## config.mk

```make
export PLATFORM = sky130hd
export DESIGN_NAME = wb_trace_buffer
export DESIGN_NICKNAME = d
export VERILOG_FILES = /design/src/rtl/wb_trace_buffer.sv
export SDC_FILE = /design/constraint.sdc
export NUM_CORES = 1
export LEC_CHECK = 0
export CORE_ASPECT_RATIO = 1.1
export CORE_MARGIN = 2
export CORE_UTILIZATION = 65
export CTS_BUF_LIST = sky130_fd_sc_hd__clkbuf_16
export DETAILED_ROUTE_END_ITERATION = 12
export PLACE_DENSITY = 0.84
export SYNTH_ARGS = -nofsm -noshare
export SYNTH_HDL_FRONTEND = slang
export SYNTH_SLANG_ARGS = --single-unit
```

## constraint.sdc

```tcl
create_clock -name clk -period 54.7 [get_ports clk]
set_input_delay 8.205 -clock clk [delete_from_list [all_inputs] [get_ports clk]]
set_output_delay 8.205 -clock clk [all_outputs]
set_load 0.02 [all_outputs]
```

## src/rtl/wb_trace_buffer.sv

```systemverilog
// wb_trace_buffer
// Captures register-writeback events from the core's debug port into a FIFO of
// timestamped records {stamp, addr, data} and drains them over a valid/ready
// stream. When the FIFO is full and nothing pops, an event is dropped and
// counted, so the core never stalls for tracing.
//
// Optional build macro: TRACE_FILTER_EN
//   defined   - an event is captured only when filter_mask[debug_reg_write_addr]=1
//   undefined - filter_mask is ignored
//
// Ports:
//   clk, rst                  clock, asynchronous active-high reset
//   trace_en                  capture enable
//   trace_clear               synchronous flush of FIFO, drop count, overflow flag
//   filter_mask[7:0]          per-register capture mask (TRACE_FILTER_EN only)
//   debug_reg_write_*         writeback strobe / address / data from the core
//   trace_valid/ready/data    head-record stream (first-word fall-through)
//   trace_level               current occupancy, 0..DEPTH
//   trace_overflow            sticky: at least one event dropped
//   trace_drops               saturating dropped-event count
module wb_trace_buffer #(
  parameter int DEPTH   = 16,
  parameter int STAMP_W = 13,
  localparam int AW     = $clog2(DEPTH),
  localparam int REC_W  = STAMP_W + 19
) (
  input  logic             clk,
  input  logic             rst,
  input  logic             trace_en,
  input  logic             trace_clear,
  input  logic [7:0]       filter_mask,
  input  logic             debug_reg_write_enable,
  input  logic [2:0]       debug_reg_write_addr,
  input  logic [15:0]      debug_reg_write_data,
  output logic             trace_valid,
  input  logic             trace_ready,
  output logic [REC_W-1:0] trace_data,
  output logic [AW:0]      trace_level,
  output logic             trace_overflow,
  output logic [7:0]       trace_drops
);

  logic [STAMP_W-1:0] stamp_q, stamp_d;
  logic [AW:0]        wr_ptr_q, wr_ptr_d;
  logic [AW:0]        rd_ptr_q, rd_ptr_d;
  logic [7:0]         drops_q, drops_d;
  logic               overflow_q, overflow_d;
  logic [REC_W-1:0]   mem_q [DEPTH];

  logic             empty, full, capture, pop, push, drop, mem_we;
  logic [REC_W-1:0] mem_wdata;

`ifdef TRACE_FILTER_EN
  logic filter_pass;
  assign filter_pass = filter_mask[debug_reg_write_addr];
`else
  logic filter_pass;
  logic unused_filter_mask;
  assign filter_pass        = 1'b1;
  assign unused_filter_mask = ^filter_mask;
`endif

  always_comb begin
    empty   = (wr_ptr_q == rd_ptr_q);
    // Same slot but different lap: the writer is a full lap ahead.
    full    = (wr_ptr_q[AW-1:0] == rd_ptr_q[AW-1:0]) && (wr_ptr_q[AW] != rd_ptr_q[AW]);
    capture = trace_en && debug_reg_write_enable && filter_pass;
    pop     = !empty && trace_ready;
    // A pop in the same cycle frees the slot, so a full FIFO still accepts.
    push    = capture && (!full || pop);
    drop    = capture && full && !pop;

    stamp_d    = stamp_q + STAMP_W'(1);
    wr_ptr_d   = wr_ptr_q;
    rd_ptr_d   = rd_ptr_q;
    drops_d    = drops_q;
    overflow_d = overflow_q;
    mem_we     = 1'b0;
    mem_wdata  = {stamp_q, debug_reg_write_addr, debug_reg_write_data};

    if (trace_clear) begin
      // Clear wins over any coincident push, pop or drop.
      wr_ptr_d   = '0;
      rd_ptr_d   = '0;
      drops_d    = '0;
      overflow_d = 1'b0;
    end else begin
      if (push) begin
        wr_ptr_d = wr_ptr_q + (AW+1)'(1);
        mem_we   = 1'b1;
      end
      if (pop) begin
        rd_ptr_d = rd_ptr_q + (AW+1)'(1);
      end
      if (drop) begin
        overflow_d = 1'b1;
        if (drops_q != 8'hFF) drops_d = drops_q + 8'd1;
      end
    end
  end

  always_ff @(posedge clk or posedge rst) begin
    if (rst) begin
      stamp_q    <= '0;
      wr_ptr_q   <= '0;
      rd_ptr_q   <= '0;
      drops_q    <= '0;
      overflow_q <= 1'b0;
    end else begin
      stamp_q    <= stamp_d;
      wr_ptr_q   <= wr_ptr_d;
      rd_ptr_q   <= rd_ptr_d;
      drops_q    <= drops_d;
      overflow_q <= overflow_d;
    end
  end

  // Whole array is cleared on reset so the head reads as zero while empty.
  always_ff @(posedge clk or posedge rst) begin
    if (rst) begin
      for (int i = 0; i < DEPTH; i++) mem_q[i] <= '0;
    end else if (mem_we) begin
      mem_q[wr_ptr_q[AW-1:0]] <= mem_wdata;
    end
  end

  assign trace_valid    = !empty;
  assign trace_data     = mem_q[rd_ptr_q[AW-1:0]];
  assign trace_level    = wr_ptr_q - rd_ptr_q;
  assign trace_overflow = overflow_q;
  assign trace_drops    = drops_q;

endmodule

```

==> qor.yml <==
outcome:
  outcome: "finished clean"
pwr:
  clock_power_share: 0.397
  combPwrFrac: 0.116
  power_density_nw_per_um2: 32.1
  ir_worst_vdd_mv: 0.0257
  seqPwrFrac: 0.487
  p_leak_uw: 0.0132
  netSwitchingPower_uw: 214
  internal_power_uw: 663
  switching_share: 0.244
  total_power_uw: 877
placed_design:
  place_ws_ns: 42.34
  place_area_sq_um: 25600
  gp_congestion: 0.760
  portBuffers: 71
  place_hpwl_mm: 28.7
critical_path:
  cp.buffers_inverters: 3
  crit_top_cell: "buf_4"
  worstSetupStartpointType: "flop"
  cp.arrival_ns: 4.58
  crit_cells: 6
  setup.worst_path.start: "rd_ptr_q[1]"
  cp_max_fo: 54
  crit_type: "reg2out"
  reg2regPathDepth: 7
  r2r_slack_ns: 51.12
  r2r_start: "rd_ptr_q[1]"
  cp-end-kind: "output port"
  cpPeakStageDelay_ns: 0.84
  required_ns: 46.50
  regToRegEndpoint: "mem_q[215]"
  slowest_stage: "dfrtp_4"
  crit_chain: "buf_4 > buf_4 > mux4_2 > a22oi_1 > nand2_1 > clkdlybuf4s50_1"
  path_delay_family: "buffers and inverters"
logic_synthesis:
  synth_cell_types: 43
  synthesis.nets: 1628
  synthFlopType: "dfrtp_1"
  netlist_instances: 1583
  synth_enable_flop_cells: 0
  avgSynthCellArea_sq_um: 15.7
  ys_seq_elements: 544
  yosysWarnings: 0
  synth-async-reset-ratio: 1.00
  netlist_area_sq_um: 24800
  ys_seq_area_frac: 0.549
floorplanning:
  io-pin-count: 80
  dieArea_sq_um: 39700
  coreArea_sq_um: 37900
  num_rows: 75
  die_w_microns: 190
  initial_core_util: 0.654
  die_h_microns: 209
cells_and_area:
  antennaDiodeCount: 0
  final_nets: 1645
  area_delta_synth_final_pct: 10.2
  register_area_sq_um: 13600
  utilization: 0.720
  post-route-cell-area_sq_um: 27300
  multi_input_area_sq_um: 10400
  fillers: 2364
  drive_gt1_frac: 0.449
worst_hold_path:
  min_from: "mem_q[142]"
  holdPathEnd: "mem_q[142]"
  hold_class: "reg2reg"
  whs_path_depth: 1
global_route:
  antenna_found_initial: 1
  grt_pass1_vias: 14900
  grt-ovfl-total: 0
  grt_max_degree: 186
  grt_pass1_wl_mm: 84.4
  track_usage: 0.278
timing:
  final.setup.tns_ns: 0
  worst_slew_pin_slew_ns: 1.03
  relSlewSlack: 0.314
  finClkSkew_ns: 0.0296
  fin_crit_sh: 0.234
  rsz0062_at_grt: "false"
  setup_viol: 0
  hold_viol_final: 0
  fmaxAchievable_ghz: 0.0782
  worst_slack_ns: 41.92
  final.min_clock_period_ns: 12.78
  slew_viol_final: 0
route:
  vias: 13900
  drt_iter0_markers: 946
  wirelength_mm: 52.6
  drtAntennaViolNets: 0
  drc: 0
  vias_per_cell: 6.50
  wl_per_cell_microns: 24.5
  drt_first_pass_iters: 5
clock_tree:
  cts_resized: 0
  cts_buffer_depth: 3
  cts_tree: "yes"
  htree_levels: 2
  numCtsBuffers: 55
  cts.sinks: 544
  root_buffer: "clkbuf_16"
  cts_setup_buffers: 0
  clk-insertion-delay-late_ns: 0.60
  cts_hold_buf: 0
  clk_pin_slew_ns: 0.06
run:
  maxCapViolCount: 0
[sequential cells by signal (all words and copies together), names as in the netlist]
register and flops:
mem_q 512, stamp_q 13, trace_drops 8, rd_ptr_q 5
wr_ptr_q 5, trace_overflow 1
[placed cells by master (no fill, tap or decap), types with 2 or more instances in the layout]
cell               n
mux4_2           128
buf_12             2
or3_1              4
buf_4             26
nor2_4             4
clkbuf_16         57
nor2b_1            4
clkdlybuf4s50_1   71
nor3b_2            4
a21oi_1           13
mux2i_1            2
bufinv_16          2
nor4_1             3
nand3_2           13
and2_1             2
dfrtp_1          542
clkinv_1          14
o21ai_0            6
mux2_2           486
or4_1              2
nand2_1           40
mux2_1            28
and3_1             2
nand3_1            9
dfrtp_4            2
clkinv_2           5
xnor2_1           16
xor2_1             4
nor2_1            11
a22oi_1           64
ha_1              11
a21o_1             2
nand4_1            8
nor3_1             2
o31ai_1            3
and4_1             4
inv_1             31
[power groups by stage]
stage	Combinational, uW	Clock [uW]	Sequential (uW)
floorplan	73.7	0	428
global placement	101	0	433
detailed placement	103	0	434
CTS	103	354	427
global route	110	371	429
finish	101	348	427
[metal layers]
metal  vias up  part of all wire  wire length, microns  track usage
met2       365              0.49                 25600        0.440
li1       5939                 -                     -            -
met1      7511              0.43                 22800        0.404
met3       109             0.050                  2600       0.0417
met5         -           0.00027                    14            0
met4         2             0.030                  1580       0.0895
[cell type report]
type                    instances  share of cell area
flip-flops and latches        544               0.499
multi-input cells             885               0.381
repair buffers                 99              0.0346
clock buffers                  57              0.0522
inverters                      15             0.00234
clock inverters                41             0.00870
well taps                     500              0.0229
[worst reg2reg max path, stage by stage, from the launching register on]
cell and delay [ns]:
dfrtp_4 0.84, inv_1 0.11, ha_1 0.34, and4_1 0.30
nand3_2 0.40, nand3_2 0.59, buf_4 0.48, mux2_2 0.40
[Yosys cell counts, types with 6 or more instances]
master      n  area, sq um
mux2_1     28          315
dfrtp_1   544        13600
ha_1       11          138
a22oi_1    64          480
buf_4      10         75.1
buf_2      37          185
nand2_1    40          150
nor2_1     15         56.3
nand4_1     8         50.1
mux2_2    486         5470
mux4_2    128         2880
inv_1      15         56.3
o21ai_0     6         30.0
nand3_2    11          110
clkbuf_1   69          259
a21oi_1    13         65.1
nand3_1    11         55.1
xnor2_1    16          140
buf_6      21          236
[worst max-delay path by stage]
stage | slack, ns | endpoint
2_1_floorplan | 31.29 | mem_q[0]
3_3_place_gp | 42.46 | trace_data[25]
3_5_place_dp | 42.34 | mem_q[395]
4_1_cts | 41.84 | trace_data[7]
5_1_grt | 41.67 | trace_data[7]
6_report | 41.92 | trace_data[7]
[through the flow]
stage	instances	hold slack, ns
4_1_cts	2141	0.493
3_5_place_dp	2043	0.480
6_report	2141	0.488
2_1_floorplan	1583	0.459
5_1_grt	2141	0.497
3_3_place_gp	2043	0.468
[cells by family after synthesis]
| family | share of synthesized area |
|---|---|
| DFF | 0.549 |
| muxes | 0.351 |
| adders and majority gates | 0.00636 |
| and+or+nand+nor | 0.0272 |
| buffers and inverters | 0.0331 |
| AOI/OAI and AO/OA | 0.0257 |
| xor gates and xnor gates | 0.00772 |
Power figures use the tool's default switching activity.
==> RTL edit, RTL diff (same settings) <==
Set the parameter `DEPTH` to 32 (it was 16).
--- a/src/rtl/wb_trace_buffer.sv
+++ b/src/rtl/wb_trace_buffer.sv
@@ -19,7 +19,7 @@
 //   trace_overflow            sticky: at least one event dropped
 //   trace_drops               saturating dropped-event count
 module wb_trace_buffer #(
-  parameter int DEPTH   = 16,
+  parameter int DEPTH   = 32,
   parameter int STAMP_W = 13,
   localparam int AW     = $clog2(DEPTH),
   localparam int REC_W  = STAMP_W + 19
Ports: changed (resized trace_level); port bits go from 80 to 81. No check against the original RTL was run, so the function may have changed too.
==> RTL edit against the unedited design <==
Via count grew 110%; design area increased by 93%; count of clock-buffer cells in the layout increased by 50; register-to-register slack got worse by 1.1 ns; die area is 92% higher; worst setup slack worse by 1.0 ns; power up 90%; routed wire length increased by 130%; fmax shrank 7.3%; sequential cell count is 514 higher; area after synthesis is 94% higher; critical path depth increased by 1; critical endpoint is now trace_data[31]; highest routed layer is now met4.
==> RTL edit: results (changes against the unedited design) <==
share of the yosys chip area belonging to registers: 55.00% (+0.074 points)
Via-to-Cell Ratio: 6.904 (+6.1%)
post-synthesis compound-gate area fraction: 4.213% (+1.6 points)
clock skew: 0.01574 ns (-0.01385 ns)
Nets: 3,196 (+94%)
synth unique cells: 52 (+21%)
initial antenna violation count: 2 (+1)
Filler Cells Inserted: 4,418 (+87%)
Reg area: 0.02649 mm² (+94%)
number of cells on the worst reg-to-reg path: 8 (+1)
Signal buf overhead: 2.341% (-1.1 points)
layout cell share with drive strength beyond 1: 44.75% (-0.097 points)
reg2reg start: rd_ptr_q[2]
Global Route Usage Sum: 32.15% (+4.4 points)
xor/xnor share of the synthesized area: 0.3275% (-0.44 points)
Lkg Pwr: 0.02477 µW (+88%)
worst-path maximum fanout: 118 (+120%)
RR Endpoint: mem_q[12]
critical path arrival: 5.58 ns (+1.00 ns)
switching power: 408.7 µW (+91%)
Largest register FFs: 1,024 (+100%)
Min-Delay Startpoint: mem_q[46]
flop-to-flop setup slack: 50.05 ns (-1.07 ns)
VDD IR-drop max: 0.02529 mV (-1.6%)
placed insts: 3,999 (+96%)
comb_multi_in: 1,834 (+110%)
mux contribution to synthesized area: 35.52% (+0.46 points)
Non-Clock Buffer Count: 137 (+38%)
# clk buffers: 107 (+88%)
invs w/o clock: 16 (+1)
vias in the first global route: 30,870 (+110%)
starting DRC count in detailed routing: 2,560 (+170%)
Comb power frac: 10.3% (-1.3 points)
outcome: finished clean
Min-Delay Endpoint: mem_q[46]
Synth Area in Adders: 0.3535% (-0.28 points)
largest net degree at the start of global routing: 201 (+8.1%)
worst-skew pair later-pin latency: 0.66 ns (+0.06 ns)
routability cong.: 0.8158 (+7.4%)
Sequential Power: 809 µW (+89%)
clock network area share: 6.159% (+0.066 points)
number of sequential cells: 1,058 (+94%)
top post-synthesis cells by area: dfrtp_1 55%, mux2_2 24%, mux4_2 7.5%
Min-Delay Path Depth: 1 (unchanged)
syn nets: 3,271 (+100%)
syn avg cell area: 14.93 µm² (-4.7%)
ant diodes: 3 (+3)
Num CTS Buffers: 103 (+87%)
Yosys warnings: 0 (unchanged)
Worst Setup SP: rd_ptr_q[0]
global-route wire length before repair: 185,100 µm (+120%)
DPL Wire Length: 66,420 µm (+130%)
fin cells: 4,188 (+96%)
DRT Wirelength: 120,400 µm (+130%)
sequential share of power: 48.6% (about the same)
max_slew headroom: 18.06% (-13 points)
==> RTL edit: changes by cell type after synthesis, sizes merged, moves of 34 or more <==
cell    change
dfrtp     +514
mux2      +513
mux2i     +191
clkbuf    +110
buf        +68
a221oi     +64
nor3       +35
a21oi      +34
==> RTL edit: per-layer routing <==
metal	up-vias	global-route usage, %	wire length, µm
met5	-	0	0
met4	0	14.91	5649
met1	15510	41.54	47180
met3	349	5.312	7809
met2	1159	54.06	59770
li1	11900	-	-
==> RTL edit: metrics by stage <==
stage               cell area [µm²]  hold slack, ns  setup WS [ns]
floorplan                     48140          0.4738          16.71
global placement              49440          0.4813          41.59
detailed placement            49440          0.4895          41.27
CTS                           52690          0.5031          40.96
global route                  52700          0.5087          40.80
finish                        52700          0.5004          40.91
==> RTL edit: critical path: stages, from the launching register on <==
cell and delay [ns]:
dfrtp_4 0.94, buf_12 0.77, buf_4 0.95, mux2i_1 0.18, a221oi_1 0.34, nor3_1 0.09, a211oi_1 0.67, clkdlybuf4s50_1 0.77
